### config.mk
export PLATFORM = sky130hd
export DESIGN_NAME = elastic_pipe
export DESIGN_NICKNAME = d
export VERILOG_FILES = /design/src/rtl/elastic_pipe_pkg.sv /design/src/rtl/elastic_pipe_stage.sv /design/src/rtl/elastic_pipe.sv
export SDC_FILE = /design/constraint.sdc
export NUM_CORES = 1
export LEC_CHECK = 0
export ABC_AREA = 1
export CELL_PAD_IN_SITES_DETAIL_PLACEMENT = 2
export CELL_PAD_IN_SITES_GLOBAL_PLACEMENT = 2
export CORE_UTILIZATION = 34
export CTS_BUF_LIST = sky130_fd_sc_hd__clkbuf_2 sky130_fd_sc_hd__clkbuf_4 sky130_fd_sc_hd__clkbuf_8
export DETAILED_ROUTE_END_ITERATION = 8
export GPL_TIMING_DRIVEN = 0
export PLACE_DENSITY_LB_ADDON = 0.1
export SYNTH_ARGS = -nofsm -noshare
export SYNTH_HDL_FRONTEND = slang
export SYNTH_SLANG_ARGS = --single-unit
### constraint.sdc
create_clock -name clk -period 2.4 [get_ports clk]
set_input_delay 0.48 -clock clk [delete_from_list [all_inputs] [get_ports clk]]
set_output_delay 0.48 -clock clk [all_outputs]
set_load 0.1 [all_outputs]
### src/rtl/elastic_pipe_pkg.sv
// Shared constants and helpers for the elastic pipeline.
// Optional flush port is enabled by defining ELASTIC_PIPE_FLUSH_EN.
package elastic_pipe_pkg;

  localparam int EP_WIDTH_DEF = 8;
  localparam int EP_DEPTH_DEF = 4;

  // Bits needed to count 0..depth valid stages.
  function automatic int ep_count_w(input int depth);
    return $clog2(depth + 1);
  endfunction

endpackage

### src/rtl/elastic_pipe_stage.sv
// One pipeline stage: a valid bit and a data register, both cleared asynchronously.
// clear_i drops the valid bit only; the data register keeps its contents.
module elastic_pipe_stage
  import elastic_pipe_pkg::*;
#(
  parameter int WIDTH = EP_WIDTH_DEF
) (
  input  logic             clk,
  input  logic             rstn,
  input  logic             load_i,
  input  logic             clear_i,
  input  logic             up_valid_i,
  input  logic [WIDTH-1:0] up_data_i,
  output logic             valid_o,
  output logic [WIDTH-1:0] data_o
);

  logic             valid_q, valid_d;
  logic [WIDTH-1:0] data_q, data_d;

  always_comb begin
    valid_d = valid_q;
    data_d  = data_q;
    if (clear_i) begin
      valid_d = 1'b0;
    end else if (load_i) begin
      valid_d = up_valid_i;
      // A bubble moving in leaves the old payload in place.
      if (up_valid_i) data_d = up_data_i;
    end
  end

  always_ff @(posedge clk or negedge rstn) begin
    if (!rstn) begin
      valid_q <= 1'b0;
      data_q  <= '0;
    end else begin
      valid_q <= valid_d;
      data_q  <= data_d;
    end
  end

  assign valid_o = valid_q;
  assign data_o  = data_q;

endmodule

### src/rtl/elastic_pipe.sv
// DEPTH-stage elastic pipeline with bubble collapsing and a valid-stage counter.
// Define ELASTIC_PIPE_FLUSH_EN to add the synchronous flush input.
//
// Handshake: a word transfers on a rising edge when valid and ready are both 1
// in the preceding cycle; valid never waits on ready, and in_ready never looks
// at in_valid.
module elastic_pipe
  import elastic_pipe_pkg::*;
#(
  parameter int WIDTH = EP_WIDTH_DEF,
  parameter int DEPTH = EP_DEPTH_DEF
) (
  input  logic                         clk,
  input  logic                         rstn,
`ifdef ELASTIC_PIPE_FLUSH_EN
  input  logic                         flush,
`endif
  input  logic                         in_valid,
  output logic                         in_ready,
  input  logic [WIDTH-1:0]             in_data,
  output logic                         out_valid,
  input  logic                         out_ready,
  output logic [WIDTH-1:0]             out_data,
  output logic [ep_count_w(DEPTH)-1:0] count
);

  localparam int CW = ep_count_w(DEPTH);
  localparam logic [DEPTH-1:0] ALL_ONES = {DEPTH{1'b1}};

  logic             flush_w;
  logic [DEPTH-1:0] v_w;
  logic [DEPTH-1:0] rdy_w;
  logic [WIDTH-1:0] d_w [DEPTH];
  logic             in_fire, out_fire;
  logic [CW-1:0]    count_q, count_d;

`ifdef ELASTIC_PIPE_FLUSH_EN
  assign flush_w = flush;
`else
  assign flush_w = 1'b0;
`endif

  // Closed form of the ready chain: stage i is ready unless every stage from
  // i to the output is occupied and the output is stalled.
  always_comb begin
    rdy_w = '0;
    for (int i = 0; i < DEPTH; i++) begin
      rdy_w[i] = out_ready || ((v_w >> i) != (ALL_ONES >> i));
    end
  end

  for (genvar g = 0; g < DEPTH; g++) begin : g_stage
    logic             up_v;
    logic [WIDTH-1:0] up_d;

    if (g == 0) begin : g_first
      assign up_v = in_valid;
      assign up_d = in_data;
    end else begin : g_rest
      assign up_v = v_w[g-1];
      assign up_d = d_w[g-1];
    end

    elastic_pipe_stage #(
      .WIDTH(WIDTH)
    ) u_stage (
      .clk       (clk),
      .rstn      (rstn),
      .load_i    (rdy_w[g]),
      .clear_i   (flush_w),
      .up_valid_i(up_v),
      .up_data_i (up_d),
      .valid_o   (v_w[g]),
      .data_o    (d_w[g])
    );
  end

  assign in_ready  = rdy_w[0] && !flush_w;
  assign out_valid = v_w[DEPTH-1] && !flush_w;
  assign out_data  = d_w[DEPTH-1];

  assign in_fire  = in_valid && in_ready;
  assign out_fire = out_valid && out_ready;

  // Shifts only move valid bits between stages, so the popcount of the next
  // valid vector differs from the current one by entries minus exits.
  always_comb begin
    count_d = count_q;
    if (flush_w) begin
      count_d = '0;
    end else begin
      count_d = count_q + CW'(in_fire) - CW'(out_fire);
    end
  end

  always_ff @(posedge clk or negedge rstn) begin
    if (!rstn) begin
      count_q <= '0;
    end else begin
      count_q <= count_d;
    end
  end

  assign count = count_q;

endmodule

==> out/metrics.yaml <==
outcome: "complete, no violations"
routed_wl_um: 3310
port_buffers: 23
place.gp.congestion: 0.719
synth_warnings: 0
fin_area_um2: 1950
critical_path.max_fanout: 3
ant_nets: 0
rsz0062_at_grt: "true"
htree_levels: 2
hold_class: "input port to async pin"
first_pass_iters: 3
cts_hold_buf: 0
dp_hpwl_um: 2520
critPathCaptureType: "output pin"
ir_drop_mv: 0.709
initial_core_util: 0.360
power.leakage_nw: 1.02
crit_buf_inv: 1
power_density_nw_per_um2: 1440
grt.total_usage: 0.158
die_w_um: 70.3
final_layout_size_suffix_gt1_frac: 0.101
postCtsSetupRepairBufs: 0
final_common_cell: "nand2_1"
via_count: 1203
syn_inst: 170
postSynthAreaPerCell_um2: 9.34
fin_skew_ps: 4.41
numCtsBuffers: 5
cts_max_path_buffers: 2
max_stage_delay_ps: 1160
grt_max_degree: 40
antenna_found_initial: 0
cts.clk_slew.worst_paths_ps: 70
clkLatencyLatePin_ps: 290
tritoncts: "yes"
cp_num_cells: 1
ioPinCount: 25
die_y_um: 70.3
finalSetupViolCount: 0
period_minus_slack_ps: 2340
rows: 24
syn-cell-area_um2: 1590
grt_pass1_vias: 1302
cp.required_ps: 1920
placed_cell_area_um2: 1880
whs_ps: 297
drv_cap: 0
synth_cell_type_count: 16
crit_chain: "clkdlybuf4s50_1"
crit_path_start_kind: "flip-flop"
synth_nets: 185
finalSetupTns_ps: 0
remaining_drc_errors: 0
slew_headroom: 0.348
ys_seq_elements: 39
synth_area_leaders: "dfrtp_1, nand2_1, nand3_1, inv_1, ha_1"
synth_top_area_frac: 0.615
drt_iter0_drc: 33
synth.largest_area_cell: "dfrtp_1"
worstSetupPathType: "flip-flop to output pin"
antennaDiodeCount: 0
most-common-layout-cells: "nand2_1, dfrtp_1, nand3_1"
vias_per_cell: 4.79
overflow: 0
cts_sinks: 39
min_period_over_period: 0.974
final_net_count: 215
r2r_cells: 12
clockRootBuffer: "clkbuf_8"
dieArea_um2: 4950
worst_pin_slew_ps: 974
crit_path_top_delay_cell: "clkdlybuf4s50_1"
finalHoldViolCount: 0
routedWlPerCell_um: 13.2
crit_family: "buffers and inverters"
ys_seq_area_frac: 0.615
arrival_ps: 1860
coreArea_um2: 4410
max_freq_mhz: 428
areaGrowthSynthToFinish_pct: 22.9
maxSlewViolCount: 0
grt_pass1_wl_um: 6030
postLayoutCoreUtil: 0.442
[layout make-up]
class	count	area [µm²]
plain buffers	5	32.5
clock buffers	6	76.3
fillers	482	2460
inverters	8	30.0
multi-input cells	118	549
flip-flops and latches	39	977
well taps	52	65.1
repair buffers	23	220
[report_power, final]
| group | switching [W] | total, W | internal [W] |
|---|---|---|---|
| clock | 0.000212 | 0.000417 | 0.000205 |
| sequential | 0.000131 | 0.00102 | 0.000887 |
| combinational | 0.00103 | 0.00138 | 0.000354 |
[synth_stat cells]
cell type and count:
buf_6 1, inv_2 1, ha_1 2, nand2b_1 1, nand3_1 32, buf_2 2
inv_1 7, fa_1 1, buf_4 1, buf_1 1, xnor2_1 1, nand2_2 4
dfrtp_1 39, nand2_4 1, nor2_4 1, nand2_1 75
[final timing paths]
check	from	end	slack, ps
worst max-delay path	count[1]$_DFF_PN0_	count[1]	60
worst min-delay path	rstn	g_stage[3].u_stage.data_o[3]$_DFFE_PN0P_	300
worst max register to register	g_stage[0].u_stage.valid_o$_DFFE_PN0N_	count[2]$_DFF_PN0_	240
worst min register to register	g_stage[0].u_stage.data_o[7]$_DFFE_PN0P_	g_stage[0].u_stage.data_o[7]$_DFFE_PN0P_	470
max in group asynchronous	rstn	g_stage[3].u_stage.valid_o$_DFFE_PN0N_	1510
min in group clk	g_stage[0].u_stage.data_o[7]$_DFFE_PN0P_	g_stage[0].u_stage.data_o[7]$_DFFE_PN0P_	470
[timing repair]
action                                  in CTS  in global routing
pin swaps                                    0                  0
endpoints found under the hold margin        0                  0
gates resized for setup                      5                  0
cloned                                       0                  0
endpoints found under the setup margin       1                  1
[metal layers]
layer,global-route usage,share of wire,vias to the layer above
met1,0.174,0.40,579
met5,0,0,-
met2,0.283,0.54,25
li1,-,-,592
met3,0.0476,0.043,7
met4,0.0600,0.018,0
[metrics by stage]
step / instances / worst slack [ps] / power, W
final: 251 / 61.5 / 0.00282
after global routing: 251 / -14.7 / 0.00300
after CTS: 251 / 32.6 / 0.00287
after detailed placement: 245 / -629 / 0.00244
after global placement: 245 / -597 / 0.00237
after floorplan: 170 / 92.2 / 0.00207
[cells by family after synthesis]
kind of cell / synth area share
buffers and inverters: 0.0394
DFF: 0.615
and+or+nand+nor: 0.312
xor gates and xnor gates: 0.00552
adders and majority gates: 0.0284
[sequential cells by signal, indices dropped and copies added, names as in the netlist]
register / flops
count: 3
g_stage.u_stage.valid_o: 4
g_stage.u_stage.data_o: 32
No activity file was read; power rests on OpenSTA's default activity.
